### src/rtl/eq_pkg.sv
// Shared constants, channel map and SPI sequencer state encoding for the equalizer pot
// reader.
package eq_pkg;

  localparam int unsigned NUM_POT_CH = 6;
  localparam int unsigned POT_ADC_W  = 12;
  localparam int unsigned POT_W      = 24;

  localparam logic [2:0] CH_LP  = 3'd0;
  localparam logic [2:0] CH_B1  = 3'd1;
  localparam logic [2:0] CH_B2  = 3'd2;
  localparam logic [2:0] CH_B3  = 3'd3;
  localparam logic [2:0] CH_HP  = 3'd4;
  localparam logic [2:0] CH_VOL = 3'd5;

  typedef logic [1:0] spi_state_t;
  localparam spi_state_t StGap   = 2'd0;
  localparam spi_state_t StFrame = 2'd1;
  localparam spi_state_t StBack  = 2'd2;

  // Channel pointer sweeps 0..5 and wraps; addresses 6 and 7 are never issued.
  function automatic logic [2:0] next_ch(logic [2:0] ch);
    return (ch == CH_VOL) ? CH_LP : ch + 3'd1;
  endfunction

  function automatic logic [15:0] mosi_word(logic [2:0] ch);
    return {2'b00, ch, 11'h000};
  endfunction

endpackage

### src/rtl/slide_pot_reader_if.sv
// A2D SPI pin bundle; the reader is the master, the converter the slave.
interface slide_pot_reader_if;
  logic SS_n;
  logic SCLK;
  logic MOSI;
  logic MISO;

  modport master (output SS_n, output SCLK, output MOSI, input MISO);
  modport slave  (input SS_n, input SCLK, input MOSI, output MISO);
endinterface

### src/rtl/spi_mstr16.sv
// Free-running 16-bit SPI master: gap, 16 SCLK pulses (mode 3 style, idle high),
// back-porch, then a one-clk done pulse coincident with SS_n rising.
module spi_mstr16
  import eq_pkg::*;
#(
  parameter int unsigned HALF = 16,
  parameter int unsigned GAP  = 32
) (
  input  logic        clk,
  input  logic        rst,
  input  logic [15:0] tx_word,
  output logic [15:0] rx_word,
  output logic        done,
  slide_pot_reader_if.master spi
);

  localparam int unsigned CntMax = (GAP > HALF) ? GAP : HALF;
  localparam int unsigned CntW   = $clog2(CntMax);
  localparam logic [CntW-1:0] GapLast  = CntW'(GAP - 1);
  localparam logic [CntW-1:0] HalfLast = CntW'(HALF - 1);

  spi_state_t      state_q;
  logic [CntW-1:0] cnt_q;
  logic [3:0]      bit_q;
  logic            sclk_q;
  logic            ss_n_q;
  logic [15:0]     tx_q;
  logic [15:0]     rx_q;

  always_ff @(posedge clk or posedge rst) begin
    if (rst) begin
      state_q <= StGap;
      cnt_q   <= '0;
      bit_q   <= '0;
      sclk_q  <= 1'b1;
      ss_n_q  <= 1'b1;
      tx_q    <= '0;
      rx_q    <= '0;
    end else begin
      case (state_q)
        StGap: begin
          if (cnt_q == GapLast) begin
            state_q <= StFrame;
            cnt_q   <= '0;
            bit_q   <= '0;
            ss_n_q  <= 1'b0;
            sclk_q  <= 1'b0;
            tx_q    <= tx_word;
          end else begin
            cnt_q <= cnt_q + CntW'(1);
          end
        end
        StFrame: begin
          if (cnt_q == HalfLast) begin
            cnt_q <= '0;
            if (!sclk_q) begin
              // MISO is captured on the same clk that raises SCLK.
              sclk_q <= 1'b1;
              rx_q   <= {rx_q[14:0], spi.MISO};
            end else if (bit_q == 4'd15) begin
              state_q <= StBack;
            end else begin
              sclk_q <= 1'b0;
              bit_q  <= bit_q + 4'd1;
              tx_q   <= {tx_q[14:0], 1'b0};
            end
          end else begin
            cnt_q <= cnt_q + CntW'(1);
          end
        end
        StBack: begin
          if (cnt_q == HalfLast) begin
            state_q <= StGap;
            cnt_q   <= '0;
            ss_n_q  <= 1'b1;
          end else begin
            cnt_q <= cnt_q + CntW'(1);
          end
        end
        default: begin
          state_q <= StGap;
          cnt_q   <= '0;
        end
      endcase
    end
  end

  assign done     = (state_q == StBack) && (cnt_q == HalfLast);
  assign rx_word  = rx_q;
  assign spi.SS_n = ss_n_q;
  assign spi.SCLK = sclk_q;
  assign spi.MOSI = tx_q[15];

endmodule

### src/rtl/slide_pot_reader.sv
// Sweeps the six-channel pot A2D and holds the latest reading of each channel as a
// 24-bit POT word; accounts for the converter's one-frame result pipeline.
module slide_pot_reader
  import eq_pkg::*;
#(
  parameter int unsigned HALF = 16,
  parameter int unsigned GAP  = 32
) (
  input  logic             clk,
  input  logic             rst,
  slide_pot_reader_if.master spi,
  output logic [POT_W-1:0] POT_LP,
  output logic [POT_W-1:0] POT_B1,
  output logic [POT_W-1:0] POT_B2,
  output logic [POT_W-1:0] POT_B3,
  output logic [POT_W-1:0] POT_HP,
  output logic [POT_W-1:0] VOLUME,
  output logic             sweep_done
);

  logic [15:0]      rx_word;
  logic             done;
  logic [2:0]       ptr_q;
  logic [2:0]       prev_addr_q;
  logic             discard_q;
  logic             sweep_done_q;
  logic [POT_W-1:0] pot_q [NUM_POT_CH];
  logic             unused_rx_hi;

  spi_mstr16 #(
    .HALF (HALF),
    .GAP  (GAP)
  ) u_spi (
    .clk     (clk),
    .rst     (rst),
    .tx_word (mosi_word(ptr_q)),
    .rx_word (rx_word),
    .done    (done),
    .spi     (spi)
  );

  // The converter's status nibble carries no data for us.
  assign unused_rx_hi = ^rx_word[15:POT_ADC_W];

  always_ff @(posedge clk or posedge rst) begin
    if (rst) begin
      ptr_q        <= CH_LP;
      prev_addr_q  <= CH_LP;
      discard_q    <= 1'b1;
      sweep_done_q <= 1'b0;
      for (int i = 0; i < NUM_POT_CH; i++) pot_q[i] <= '0;
    end else begin
      sweep_done_q <= 1'b0;
      if (done) begin
        // Data in this frame answers the address sent in the previous one; the very
        // first frame after reset has no predecessor and is dropped.
        if (discard_q) begin
          discard_q <= 1'b0;
        end else begin
          for (int i = 0; i < NUM_POT_CH; i++) begin
            if (prev_addr_q == 3'(i)) begin
              pot_q[i] <= {rx_word[POT_ADC_W-1:0], {(POT_W - POT_ADC_W){1'b0}}};
            end
          end
          sweep_done_q <= (prev_addr_q == CH_VOL);
        end
        prev_addr_q <= ptr_q;
        ptr_q       <= next_ch(ptr_q);
      end
    end
  end

  assign POT_LP     = pot_q[CH_LP];
  assign POT_B1     = pot_q[CH_B1];
  assign POT_B2     = pot_q[CH_B2];
  assign POT_B3     = pot_q[CH_B3];
  assign POT_HP     = pot_q[CH_HP];
  assign VOLUME     = pot_q[CH_VOL];
  assign sweep_done = sweep_done_q;

endmodule
### src/flat_wrapper.sv
// flat-port wrapper written by rule: the top's interface ports become plain ports
module slide_pot_reader_flat import eq_pkg::*;
#(
  parameter int unsigned HALF = 16,
  parameter int unsigned GAP  = 32
)
  (clk, rst, POT_LP, POT_B1, POT_B2, POT_B3, POT_HP, VOLUME, sweep_done, spi_SS_n, spi_SCLK, spi_MOSI, spi_MISO);
  slide_pot_reader_if spi_i ();
  input  logic clk;
  input  logic rst;
  output logic [POT_W-1:0] POT_LP;
  output logic [POT_W-1:0] POT_B1;
  output logic [POT_W-1:0] POT_B2;
  output logic [POT_W-1:0] POT_B3;
  output logic [POT_W-1:0] POT_HP;
  output logic [POT_W-1:0] VOLUME;
  output logic sweep_done;
  output wire logic [$bits(spi_i.SS_n)-1:0] spi_SS_n;
  output wire logic [$bits(spi_i.SCLK)-1:0] spi_SCLK;
  output wire logic [$bits(spi_i.MOSI)-1:0] spi_MOSI;
  input wire logic [$bits(spi_i.MISO)-1:0] spi_MISO;
  assign spi_SS_n = spi_i.SS_n;
  assign spi_SCLK = spi_i.SCLK;
  assign spi_MOSI = spi_i.MOSI;
  assign spi_i.MISO = spi_MISO;
  slide_pot_reader #(.HALF(HALF), .GAP(GAP)) u_core (.clk(clk), .rst(rst), .spi(spi_i), .POT_LP(POT_LP), .POT_B1(POT_B1), .POT_B2(POT_B2), .POT_B3(POT_B3), .POT_HP(POT_HP), .VOLUME(VOLUME), .sweep_done(sweep_done));
endmodule
### config.mk
export PLATFORM = sky130hd
export DESIGN_NAME = slide_pot_reader_flat
export DESIGN_NICKNAME = d
export VERILOG_FILES = /design/src/rtl/eq_pkg.sv /design/src/rtl/slide_pot_reader_if.sv /design/src/rtl/spi_mstr16.sv /design/src/rtl/slide_pot_reader.sv /design/src/flat_wrapper.sv
export SDC_FILE = /design/constraint.sdc
export NUM_CORES = 1
export LEC_CHECK = 0
export CORE_MARGIN = 4
export CORE_UTILIZATION = 48
export CTS_CLUSTER_DIAMETER = 200
export DETAILED_ROUTE_END_ITERATION = 10
export PLACE_DENSITY_LB_ADDON = 0.2
export SETUP_SLACK_MARGIN = 0.1
export SLEW_MARGIN = 25
export SYNTH_ARGS = -nofsm -noshare
export SYNTH_HDL_FRONTEND = slang
export SYNTH_HIERARCHICAL = 1
export SYNTH_SLANG_ARGS = --single-unit
### constraint.sdc
create_clock -name clk -period 3 [get_ports clk]
set_input_delay 0.45 -clock clk [delete_from_list [all_inputs] [get_ports clk]]
set_output_delay 0.45 -clock clk [all_outputs]
set_load 0.01 [all_outputs]
After elaboration in Yosys (flattened, before gate mapping)

Index checks and enable logic that the tools add are counted.

Logic and storage cells: 85
Latch bits: 0
Memories kept: 0
Output and inout bits: 148
Input bits: 3
Bits in writable memories: 0
ROM bits: 0
Bits in registers: 121

$mul: 0
Equality and inequality tests: 17
Div/mod/pow operators: 0
Order comparisons: 0
Reduce and logical (&&, ||, !) cells: 17
$add $sub $neg: 3
Bitwise operators: 2
Multiplexer cells: 29
Shifts and indexed selects: 0

Operators with widths:

| cell                  | number |
|---|---|
| $mux W16              | 4 |
| $pmux W16 S2          | 1 |
| $reduce_and A3 Y1     | 9 |
| $mux W4               | 4 |
| $ne A2 B2 Y1 const B  | 6 |
| $mux W2               | 5 |
| $mux W5               | 2 |
| $pmux W5 S2           | 1 |
| $reduce_and A5 Y1     | 2 |
| $eq A3 B3 Y1 const B  | 3 |
| $pmux W4 S2           | 1 |
| $mux W1               | 7 |
| $eq A3 B2 Y1 const B  | 2 |
| $pmux W2 S3           | 1 |
| $add A5 B1 Y5 const B | 1 |
| $eq A5 B4 Y1 const B  | 1 |
| $eq A5 B5 Y1 const B  | 1 |
| $add A4 B1 Y4 const B | 1 |
| $eq A4 B4 Y1 const B  | 1 |
| $pmux W1 S2           | 2 |
| $reduce_bool A2 Y1    | 2 |
| $add A3 B1 Y3 const B | 1 |
| $eq A3 B1 Y1 const B  | 1 |
| $logic_not A3 Y1      | 1 |
| other kinds (7)       | 8 |

Logic depth before layout (Yosys ltp)

Depth after elaboration: 5
Depth in mapped cells: 9

Hierarchy

The synthesis kept the hierarchy.

Modules (own cells, without submodules):

| module           | cells each | instances | area an instance (um^2) |
|---|---|---|---|
| slide_pot_reader | 255        | 1         | 3570.9 |
| spi_mstr16       | 189        | 1         | 2243.4 |

Worst setup path before layout

No wires, ideal clock.

Path type: reg2reg
Start: reg u_core.u_spi.cnt_q[0]
End: reg u_core.pot_q, in the netlist u_core/POT_HP[12]
Cell stages (with the launch flop): 10
Buffers on the path: 2
Slack: 0.683 ns
Clock period less this slack: 2.317 ns
Arrival: 2.192 ns
Cells stage by stage: dfrtp_1 -> ha_1 -> and3_1 -> ha_1 -> and2_1 -> buf_6 -> nor3b_4 -> and3_1 -> buf_4 -> mux2_2

Word-level cells in the longest chain between the ends: 3

Ends and longest elaborated chain:

| item                            | line                   | source |
|---|---|---|
| from (decl)                     | spi_mstr16.sv:23       | `logic [CntW-1:0] cnt_q;` |
| from (signal assigned)          | spi_mstr16.sv:50       | `cnt_q <= cnt_q + CntW'(1);` |
| from (signal assigned)          | spi_mstr16.sv:68       | `cnt_q <= cnt_q + CntW'(1);` |
| from (signal assigned)          | spi_mstr16.sv:77       | `cnt_q <= cnt_q + CntW'(1);` |
| $eq A5 B4 Y1                    | spi_mstr16.sv:88       | `assign done = (state_q == StBack) && (cnt_q == HalfLast);` |
| $logic_and A1 B1 Y1             | spi_mstr16.sv:88       |  |
| net u_core.done                 | slide_pot_reader.sv:22 | `logic done;` |
| $reduce_and A3 Y1 (no line)     | --                     |  |
| to (signal, indexed assignment) | slide_pot_reader.sv:62 | `pot_q[i] <= {rx_word[POT_ADC_W-1:0], {(POT_W - POT_ADC_W){1'b0}}};` |
| to (decl)                       | slide_pot_reader.sv:27 | `logic [POT_W-1:0] pot_q [NUM_POT_CH];` |

The timed path passes the listed nets, and every way through them passes these cells.
A chain may end at the register's enable or synchronous reset.

Final worst setup path

Start: reg u_core.u_spi.cnt_q[0]
End: reg u_core.pot_q, in the netlist u_core/POT_HP[16]

Same word-level chain as after synthesis.

==> impl_metrics.ini <==
[clock_tree]
cts_resized = 0
clock_latency_ns = 0.40
clk_path_buf_depth = 2
cts-root-buf = clkbuf_16
cts_setup_buffers = 0
cts_made_buffers = 17
cts_tree = built
ctsHoldBuffers = 0
clock-sinks = 121
htreeDepth = 4
cts.clk_slew.worst_paths_ns = 0.06

[grt]
grt_max_degree = 44
grt_pass1_wl_microns = 17700
antenna_found_initial = 0
grt_pass1_vias = 3333
overflow = 0
grt.total_usage_pct = 17.0

[setup_path]
critical_path_arrival_ns = 2.84
worstSetupEndpointType = flop
timing.reg2reg.setup_slack_ns = 0.44
reg2reg_depth = 8
worstReg2RegEnd = u_core/POT_HP[16]$_DFFE_PP0P_
worstPathRequired_ns = 3.28
crit_buf_inv = 1
cp-start-kind = flop
critical_path.slowest_cell = and3_1
worstSetupPathType = flop to flop
r2r_start = u_core/u_spi/cnt_q[0]$_DFF_PP0_
cp_cell_sequence = ha_1 -> and3_1 -> ha_1 -> and2_1 -> nor3b_4 -> and3_1 -> buf_4 -> mux2_2
critPathMaxFanout = 7
critPathTopFamily = simple AND/OR/NAND/NOR gates
worst_path_largest_cell_delay_ns = 0.38

[placement]
gp_congestion = 0.759
dpl.hpwl_microns = 7940
port_buffers = 78

[floorplanning]
die-area_sq_um = 13600
rows = 39
core_sq_um = 11500
start_util_pct = 49.4
io_pins = 151
die_x_microns = 117
die_height_microns = 117

[layout]
antenna_cells = 0
drive_gt1_share_pct = 29.5
area_delta_synth_final_pct = 23.2
final_nets = 549
final_cell_mix = dfrtp_1 (118), mux2_2 (86), conb_1 (85), clkdlybuf4s50_1 (78), clkbuf_16 (17)
final_common_cell = dfrtp_1

[route]
wl_microns = 11200
wl_per_cell_microns = 16.2
dr_wl_met3_microns = 724
dr.first_iter.drc_count = 133
met2_length_microns = 5580
vias_per_cell = 4.87
top_layer = met4
antenna_left = 0
drt_pass1_iterations = 4
drt-met1-wl_microns = 4870
drc_errors = 0
vias = 3378

[timing]
fmaxAchievable_mhz = 391
min_period_ns = 2.56
drv_slew = 0
timing.final.crit_share_pct = 85.3
setup_viol = 0
skew_ns = 0.00620
finalSetupTns_ns = 0
tightest_slew_ns = 0.738
rsz0062_at_grt = false
finalHoldViolCount = 0
slew_headroom_pct = 50.8

[pwr]
p_leak_nw = 3.45
ir_drop_uv = 343
totalPowerFinal_mw = 3.87
p_per_area_nw_per_um2 = 555

[synthesis]
yosysWarningCount = 6
netlist_area_sq_um = 5670
syn_inst = 436
syn_avg_cell_area_sq_um = 13.0

[job]
maxCapViolations = 0

[min_path]
hold_path.class = flop to flop
hold_start = u_core/u_spi/cnt_q[0]$_DFF_PP0_
whs_path_depth = 1
holdPathEnd = u_core/u_spi/cnt_q[0]$_DFF_PP0_

[outcome]
status = finished, final reports clean
==> layer usage <==
layer / global-route usage [%] / vias to the layer above
met1: 23.3 / 1699
li1: - / 1565
met5: 0 / -
met3: 4.40 / 6
met4: 4.82 / 0
met2: 26.8 / 108
==> where the power goes <==
part	total [mW]	switching, mW	leakage [nW]	internal, mW
clock network	2.12	0.769	0.303	1.35
registers	1.65	0.00747	1.64	1.64
logic	0.103	0.0818	1.52	0.0216
total	3.87	0.858	3.45	3.02
==> registers in the layout, indices dropped and copies added (netlist names) <==
| signal | flops |
|---|---|
| u_core/POT_B1 | 12 |
| u_core/POT_B2 | 12 |
| u_core/POT_B3 | 12 |
| u_core/POT_HP | 12 |
| u_core/POT_LP | 12 |
| u_core/VOLUME | 12 |
| u_core/discard_q | 1 |
| u_core/prev_addr_q | 3 |
| u_core/ptr_q | 3 |
| u_core/sweep_done | 1 |
| u_core/u_spi/bit_q | 4 |
| u_core/u_spi/cnt_q | 5 |
| u_core/u_spi/rx_word | 12 |
| u_core/u_spi/spi.SCLK | 1 |
| u_core/u_spi/spi.SS_n | 1 |
| u_core/u_spi/state_q | 2 |
| u_core/u_spi/tx_q | 16 |
==> worst reg2reg max path: stages (launching register included) <==
cell	delay, ns
dfrtp_1	0.37
ha_1	0.18
and3_1	0.21
ha_1	0.27
and2_1	0.20
nor3b_4	0.27
and3_1	0.38
buf_4	0.22
mux2_2	0.34
==> cell type report <==
type	instances	area, sq um
Fill cell	909	4480
Multi-Input combinational cell	294	2230
Tap cell	143	179
Sequential cell	121	3030
Clock inverter	14	185
Inverter	16	61.3
Timing Repair Buffer	87	861
Clock buffer	18	439
==> how the worst max path moves through the flow <==
stage | from | to | slack [ns] | cells past startpoint
CTS | u_core/u_spi/cnt_q[0]$_DFF_PP0_ | u_core/POT_HP[16]$_DFFE_PP0P_ | 0.41 | 8
finish | u_core/u_spi/cnt_q[0]$_DFF_PP0_ | u_core/POT_HP[16]$_DFFE_PP0P_ | 0.44 | 8
detailed placement | u_core/u_spi/cnt_q[0]$_DFF_PP0_ | u_core/POT_HP[16]$_DFFE_PP0P_ | 0.45 | 8
global placement | u_core/u_spi/cnt_q[0]$_DFF_PP0_ | u_core/POT_HP[13]$_DFFE_PP0P_ | 0.51 | 8
global route | u_core/u_spi/cnt_q[0]$_DFF_PP0_ | u_core/POT_HP[12]$_DFFE_PP0P_ | 0.20 | 8
floorplan | rst | u_core/POT_B1[12]$_DFFE_PP0P_ | 0.50 | 1
==> metrics by stage <==
stage                     instances  cell area [sq um]  hold slack, ns  utilization [%]  setup slack (ns)
after CTS                       693               6990           0.471             60.9             0.415
after global routing            693               6990           0.484             60.9             0.199
after floorplan                 520               5980           0.432                -             0.500
after detailed placement        661               6360           0.463             55.5             0.451
final                           693               6990           0.465             60.9             0.442
after global placement          661               6360           0.452             55.5             0.513
Note: power is estimated with default switching activity, not from simulation.
